File: config.mk
export PLATFORM = sky130hd
export DESIGN_NAME = sqr_wave_sequencer
export DESIGN_NICKNAME = d
export VERILOG_FILES = /design/src/rtl/sqr_wave_pkg.sv /design/src/rtl/sqr_period_gen.sv /design/src/rtl/sqr_wave_sequencer.sv
export SDC_FILE = /design/constraint.sdc
export NUM_CORES = 1
export LEC_CHECK = 0
export CAP_MARGIN = 20
export CORE_AREA = 5 5 139 141
export CTS_CLUSTER_SIZE = 14
export DETAILED_ROUTE_END_ITERATION = 10
export DIE_AREA = 0 0 144 146
export DONT_BUFFER_PORTS = 1
export PLACE_DENSITY = 0.58
export SLEW_MARGIN = 10
export SYNTH_ARGS = -nofsm -noshare
export SYNTH_HDL_FRONTEND = slang
export SYNTH_SLANG_ARGS = --single-unit
File: constraint.sdc
create_clock -name clk -period 6.72 [get_ports clk]
set_clock_uncertainty 0.15 [all_clocks]
set_input_delay 1.344 -clock clk [delete_from_list [all_inputs] [get_ports clk]]
set_output_delay 1.344 -clock clk [all_outputs]
set_load 0.005 [all_outputs]
File: src/rtl/sqr_wave_pkg.sv
// Shared types and limits for the square-wave segment sequencer.
package sqr_wave_pkg;

   typedef struct packed {
      logic [3:0] m;
      logic [3:0] n;
      logic [3:0] rep;
   } seg_t;

   typedef enum logic [1:0] {
      IDLE,
      LOAD,
      RUN,
      STOPPING
   } seq_state_t;

   localparam int UNIT_MAX = 15;

endpackage

File: src/rtl/sqr_period_gen.sv
// Period generator: down-counter over one (m+n)*TICK_DIV period with a registered
// high/low compare; reloads itself while hold is asserted.
module sqr_period_gen
   import sqr_wave_pkg::*;
#(
   parameter int TICK_DIV = 10
) (
   input  logic       clk,
   input  logic       rst_n,
   input  logic       load,
   input  logic       hold,
   input  logic [3:0] m,
   input  logic [3:0] n,
   output logic       out,
   output logic       period_end
);

   localparam int CW = $clog2(2 * UNIT_MAX * TICK_DIV);
   localparam logic [CW-1:0] ONE = CW'(1);

   logic [CW-1:0] cnt_q, cnt_d;
   logic [CW-1:0] per_q, per_d;
   logic [CW-1:0] lo_q, lo_d;
   logic          act_q, act_d;
   logic          out_d;

   assign period_end = act_q && (cnt_q == '0);

   // Counter value c maps to position per-1-c in the period, so out is high
   // exactly while c is at or above the low-phase length.
   always_comb begin
      per_d = per_q;
      lo_d  = lo_q;
      act_d = 1'b0;
      cnt_d = '0;
      if (load) begin
         per_d = (CW'(m) + CW'(n)) * CW'(TICK_DIV);
         lo_d  = CW'(n) * CW'(TICK_DIV);
         act_d = 1'b1;
         cnt_d = per_d - ONE;
      end else if (act_q && hold) begin
         act_d = 1'b1;
         cnt_d = period_end ? (per_q - ONE) : (cnt_q - ONE);
      end
      out_d = act_d && (cnt_d >= lo_d);
   end

   always_ff @(posedge clk or negedge rst_n) begin
      if (!rst_n) begin
         cnt_q <= '0;
         per_q <= '0;
         lo_q  <= '0;
         act_q <= 1'b0;
         out   <= 1'b0;
      end else begin
         cnt_q <= cnt_d;
         per_q <= per_d;
         lo_q  <= lo_d;
         act_q <= act_d;
         out   <= out_d;
      end
   end

endmodule

File: src/rtl/sqr_wave_sequencer.sv
// Segment scheduler: plays table entries 0..last_idx through the period generator.
//   state    | meaning
//   IDLE     | output low, waiting for start
//   LOAD     | one cycle: fetch entry cur_idx, skip it if m+n==0
//   RUN      | periods of the current entry playing, rep counter running
//   STOPPING | stop seen, finishing the current period
module sqr_wave_sequencer
   import sqr_wave_pkg::*;
#(
   parameter  int DEPTH    = 8,
   parameter  int TICK_DIV = 10,
   localparam int AW       = $clog2(DEPTH)
) (
   input  logic          clk,
   input  logic          rst_n,
   input  logic          wr_en,
   input  logic [AW-1:0] wr_addr,
   input  logic [3:0]    wr_m,
   input  logic [3:0]    wr_n,
   input  logic [3:0]    wr_rep,
   input  logic [AW-1:0] last_idx,
   input  logic          loop_en,
   input  logic          start,
   input  logic          stop,
   output logic          busy,
   output logic          done,
   output logic [AW-1:0] cur_idx,
   output logic          out
);

   seg_t          tbl [DEPTH];
   seg_t          cur_seg;
   seq_state_t    state_q, state_d, adv_state;
   logic [AW-1:0] idx_d, adv_idx, last_q, last_d;
   logic [3:0]    rep_q, rep_d;
   logic          loop_q, loop_d;
   logic          gen_load, gen_hold, period_end;

   always_ff @(posedge clk) begin
      if (wr_en) tbl[wr_addr] <= {wr_m, wr_n, wr_rep};
   end

   assign cur_seg = tbl[cur_idx];

   always_comb begin
      adv_state = IDLE;
      adv_idx   = cur_idx;
      if (cur_idx < last_q) begin
         adv_state = LOAD;
         adv_idx   = cur_idx + AW'(1);
      end else if (loop_q) begin
         adv_state = LOAD;
         adv_idx   = '0;
      end
   end

   always_comb begin
      state_d  = state_q;
      idx_d    = cur_idx;
      rep_d    = rep_q;
      last_d   = last_q;
      loop_d   = loop_q;
      gen_load = 1'b0;
      case (state_q)
         IDLE: if (start) begin
            state_d = LOAD;
            idx_d   = '0;
            last_d  = last_idx;
            loop_d  = loop_en;
         end
         LOAD: begin
            if (stop) begin
               state_d = IDLE;
            end else if (cur_seg.m == 4'd0 && cur_seg.n == 4'd0) begin
               state_d = adv_state;
               idx_d   = adv_idx;
            end else begin
               state_d  = RUN;
               gen_load = 1'b1;
               rep_d    = (cur_seg.rep == 4'd0) ? 4'd1 : cur_seg.rep;
            end
         end
         RUN: begin
            if (period_end) begin
               if (stop) begin
                  state_d = IDLE;
               end else if (rep_q == 4'd1) begin
                  state_d = adv_state;
                  idx_d   = adv_idx;
               end else begin
                  rep_d = rep_q - 4'd1;
               end
            end else if (stop) begin
               state_d = STOPPING;
            end
         end
         STOPPING: if (period_end) state_d = IDLE;
         default: state_d = IDLE;
      endcase
   end

   assign gen_hold = (state_d == RUN) || (state_d == STOPPING);

   always_ff @(posedge clk or negedge rst_n) begin
      if (!rst_n) begin
         state_q <= IDLE;
         cur_idx <= '0;
         rep_q   <= '0;
         last_q  <= '0;
         loop_q  <= 1'b0;
         busy    <= 1'b0;
         done    <= 1'b0;
      end else begin
         state_q <= state_d;
         cur_idx <= idx_d;
         rep_q   <= rep_d;
         last_q  <= last_d;
         loop_q  <= loop_d;
         busy    <= (state_d != IDLE);
         done    <= (state_q != IDLE) && (state_d == IDLE);
      end
   end

   sqr_period_gen #(
      .TICK_DIV (TICK_DIV)
   ) u_period_gen (
      .clk        (clk),
      .rst_n      (rst_n),
      .load       (gen_load),
      .hold       (gen_hold),
      .m          (cur_seg.m),
      .n          (cur_seg.n),
      .out        (out),
      .period_end (period_end)
   );

endmodule

# Yosys cells after proc, flatten, opt, wreduce, memory -nomap -nowiden
# Memory sizes are Yosys's and may differ from the RTL's.
# Index checks and enable logic that the tools add are counted.
# totals
ff_bits,43
ramBits,96
output_inout_bits,6
n_memories,1
# classes
n_addsub,6
eq_ne,14
n_lt_le_gt_ge,2
multipliers,2
muxes,38
reduce_logical,19
# mem_list
name,depth,width,rd,rd_ports_with_merged_regs,write_ports,line_no,source
tbl,8,12,1,0,1,sqr_wave_sequencer.sv:31,seg_t tbl [DEPTH];
# op_table
op,n
two-way mux 9 bit,4
subtractor 9 x 1 -> 9 bit (second input constant),3
two-way mux 3 bit,8
two-way mux 4 bit,6
two-way mux 2 bit,8
inequality test 2 bit (second input constant),7
logical NOT 4 bit,3
>= comparator 9 bit,1
logical NOT 9 bit,1
multiplier 9 x 3 -> 8 bit (second input constant),1
two-way mux 1 bit,9
case mux 3 bit (3 select lines),1
== test 2 bit (second input constant),4
case mux 2 bit (4 select lines),1
case mux 4 bit (2 select lines),1
multiplier 4 x 3 -> 7 bit (second input constant),1
AND reduction 7 bit,1
AND reduction 6 bit,1
nonzero test 2 bit,3
adder 4 x 4 -> 5 bit,1
logical AND 1 bit,5
== test 4 x 1 -> 1 bit (second input constant),1
logical NOT 2 bit,2
subtractor 4 x 1 -> 4 bit (second input constant),1
other kinds (7),7

# Longest topological paths before layout
# depth
depth_word,13
ltp_mapped,23

# Modules after synthesis
# From an unflattened synthesis, not the netlist that was laid out.
# unflattened
hier_cells,526
hier_area_um2,6902.9
# by_module_without_submodules
mod,cells_each,area_each_um2,n_inst
sqr_wave_sequencer,317,4867.2,1
sqr_period_gen,209,2035.7,1

# Least setup slack after synthesis
# No wires, ideal clock.
# synth_path
path_type,register to register
from,reg cur_idx[1]
to,reg u_period_gen.out
t_arrival_ns,5.366
stages_incl_launch_ff,22
setup_ns,0.104
setup_slack_ns,1.100
t_required_ns,6.466
period_less_slack_ns,5.620
cell_sequence,dfrtp_1 > buf_2 > buf_1 > buf_2 > mux4_2 > mux2_2 > ha_1 > fa_1 > a21o_1 > a21o_1 > ha_1 > ha_1 > nand2_1 > nor3b_1 > a2111oi_0 > xor2_1 > nand3_1 > xnor2_1 > mux2i_1 > ha_1 > nor2_1 > a221oi_1
# synth_between
elab_chain_len,13
word_cells_on_any_way,30
# synth_rtl
item,line_no,source
from (decl),sqr_wave_sequencer.sv:27,"output logic [AW-1:0] cur_idx,"
from (signal assigned),sqr_wave_sequencer.sv:115,cur_idx <= idx_d;
"parallel branches: the longest is 10 deep, another holds memory (8 x 12 bit)",--,
two-way mux 9 bit *,sqr_period_gen.sv:36,if (load) begin
named net u_period_gen.cnt_d[8],sqr_period_gen.sv:21,"logic [CW-1:0] cnt_q, cnt_d;"
>= comparator 9 bit *,sqr_period_gen.sv:45,out_d = act_d && (cnt_d >= lo_d);
logical AND 1 bit *,sqr_period_gen.sv:45,
named net u_period_gen.out_d,sqr_period_gen.sv:25,logic out_d;
to (signal assigned),sqr_period_gen.sv:60,out <= out_d;
to (decl),sqr_period_gen.sv:14,"output logic out,"
# Mark *: on every way through the listed nets, which the timed path passes.
# A chain may end at the register's enable or synchronous reset.

# Worst setup path in the final report
# Ends and elaborated chain as after synthesis.

==> metrics <==
Final Cycle Share ~86%; outcome finished, final reports clean; CTS Buf Count 17; die area 0.02102 mm²; clock network power share a little under a quarter; Post-DRT Antenna Nets 0; Hold Path Class reg -> reg; #FFs+latches synth around 140; max-cap violation count 0; WL/cell 18.96 µm; Remaining DRCs 0; final setup violating endpoints 0; P_int about 2.4 mW; initial antenna violation count 0; Sink Count 139; fraction of layout cells with a size suffix above 1 14.79%; Core ar. around 0.018 mm²; GRT overflow 0; share of power burned in registers a little under 30%; normalized max-slew margin 34.96%; vias per inst 5.491; Root Buffer clkbuf_16; I/O Buffers 0; post-synthesis sequential area ratio 56.13%; final net count 620; fmax between 150 and 200 MHz; drt pass-1 iters 4; CTS Hold Bufs 0; number of flops mapped to enable cells by yosys between 90 and 100; Min-Delay Path Depth 1; RSZ-0062 raised after global routing no; via count 4,376; Starting Density roughly 40%; post-synthesis net count approximately 600; Combinational Power Share 47.7%; vias in the first global route 4,446; clk buf depth 2; post-synth cell types 61; CTS resizes 0; largest net degree at the start of global routing 44; Startpoint Class register; critical path class reg -> reg; CP Max Fanout 20; worst endpoint required time 6.87 ns; ys flop type edfxtp_1; Placer Congestion 0.8463; Routed Wire Length 15,120 µm; PD cells between 400 and 500 mW/mm²; Post-Syn Instances 541; Slew @ Worst Pin 0.9757 ns; CTS tree built; NetSw roughly 1.5 mW; row cnt 49; # H-tree levels 4; first-pass GRT wire length about 24,000 µm; ant diodes 0; Total Negative Setup Slacks 0 ns; commonest non-fill, non-tap cells in the layout edfxtp_1 (96), nand2_1 (44), dfrtp_1 (43), ha_1 (37), inv_1 (31); Layout fillers 1,602; most common cell after layout, fill and taps aside edfxtp_1; ys async rst share 30.94%; postcts setup bufs 0; CTS clk-pin slew, worst paths 0.06 ns; Post-DP HPWL between 10,000 and 15,000 µm; switch share 38.53%; R2R depth 18; max-slew violations 0; Iter 0 DRT Violations roughly 320; IR drop worst, VDD around 0.25 mV; Synth warnings 0; Leak 3.006 nW; Avg Cell Area, Syn approximately 13 µm²; Util after Layout 44.44%; die height 146 µm; Worst Setup End Kind register; clock latency on the worst-skew pair 0.41 ns; Area Overhead vs Synth 12.42%; die width 144 µm; # IOs 30; Total GRT Usage 15.03%; Cell Area, Synth slightly above 0.007 mm²; minimum clock period between 5 and 6 ns; critical path arrival 5.90 ns; count of final hold-check violations 0
==> metal layers <==
metal  global-route usage (%)  share of wire, %
met1                    20.44                46
met2                    23.42                48
met3                    3.582               4.3
met4                    5.508               1.6
met5                        0                 0
==> cell type report <==
cell class              instances  area [µm²]  area share (%)
clock buffers                  18       429.2           5.413
multi-input cells             353        2893           36.48
clock inverters                13       140.1           1.767
inverters                      32       120.1           1.515
well taps                     229       286.5           3.614
flip-flops and latches        139        3959           49.93
repair buffers                 13       101.3           1.278
==> synthesized netlist by cell type, drive strengths merged (5+ instances only) <==
| cell type | count | area [µm²] |
|---|---|---|
| edfxtp | 96 | 2883 |
| nand2 | 44 | 165.2 |
| dfrtp | 43 | 1076 |
| ha | 37 | 462.9 |
| inv | 31 | 116.4 |
| nor2 | 24 | 90.09 |
| o21ai | 22 | 110.1 |
| mux4 | 21 | 473.0 |
| a21oi | 18 | 101.4 |
| nor3 | 16 | 85.08 |
| mux2i | 15 | 150.1 |
| nand3 | 12 | 60.06 |
| xnor2 | 12 | 105.1 |
| buf | 11 | 68.81 |
| mux2 | 11 | 127.6 |
| nand2b | 9 | 56.30 |
| xor2 | 9 | 78.83 |
| a21o | 8 | 60.06 |
| nor2b | 8 | 52.55 |
| o22ai | 7 | 43.79 |
| or3 | 7 | 43.79 |
| or4 | 7 | 52.55 |
| a211oi | 6 | 45.04 |
| clkbuf | 6 | 22.52 |
| o211ai | 6 | 45.04 |
| a31oi | 5 | 31.28 |
| and2 | 5 | 33.78 |
==> path summary, 6_finish.rpt <==
kind	startpoint	to	slack, ns
worst max-delay path	cur_idx[1]	u_period_gen.out	0.96
worst min-delay path	u_period_gen.lo_q[5]	u_period_gen.lo_q[5]	0.33
max in group asynchronous	rst_n	u_period_gen.out	5.85
worst max register to register	cur_idx[1]	u_period_gen.out	0.96
min in group asynchronous	rst_n	u_period_gen.act_q	0.48
worst min register to register	u_period_gen.lo_q[5]	u_period_gen.lo_q[5]	0.33
==> power groups by stage <==
stage	clock (mW)	combinational, mW	sequential [mW]
finish	0.906	1.89	1.17
global route	0.960	2.14	1.18
CTS	0.922	1.91	1.17
detailed placement	0	1.89	1.18
global placement	0	1.86	1.18
floorplan	0	1.51	1.13
==> worst max-delay path, cell delays in order (launching register included) <==
cell and delay (ns):
dfrtp_1 0.98, mux4_2 0.62, mux2i_1 0.33, inv_1 0.15
ha_1 0.39, a21oi_1 0.38, xnor2_1 0.19, ha_1 0.27
ha_1 0.22, nand2_1 0.10, a2111oi_0 0.07, a2111oi_0 0.51
xor2_1 0.30, nand3_1 0.13, xnor2_1 0.17, mux2i_1 0.11
ha_1 0.31, nor2_1 0.04, a221oi_1 0.21
==> stage by stage <==
step | hold WS [ns] | std cells | setup slack [ns] | area [µm²] | total power, mW
global route | 0.3547 | 797 | 0.4156 | 7929 | 4.280
CTS | 0.3377 | 796 | 0.8875 | 7918 | 4.000
global placement | 0.3103 | 765 | 0.9978 | 7348 | 3.033
finish | 0.3345 | 797 | 0.9623 | 7929 | 3.961
detailed placement | 0.3251 | 765 | 0.9126 | 7348 | 3.074
floorplan | 0.2826 | 541 | 1.100 | 7053 | 2.635
==> kinds of logic (layout without fill, tap and decap cells) <==
logic type	count (synthesis)	in the layout	synth area share, %
mux	47	47	10.64
xor+xnor	22	22	2.927
compound gates	94	94	8.924
buf+inv	49	76	2.998
simple gates	150	150	10.96
flops	139	139	56.13
fa+ha+maj	40	40	7.415
==> sequential cells by signal, indices dropped and copies added, names as in the netlist <==
name                count
last_q                  3
u_period_gen.cnt_q      9
done                    1
u_period_gen.per_q      8
u_period_gen.out        1
loop_q                  1
cur_idx                 3
u_period_gen.act_q      1
busy                    1
rep_q                   4
state_q                 2
tbl                    96
u_period_gen.lo_q       9
Note: power is estimated with default switching activity, not from simulation.
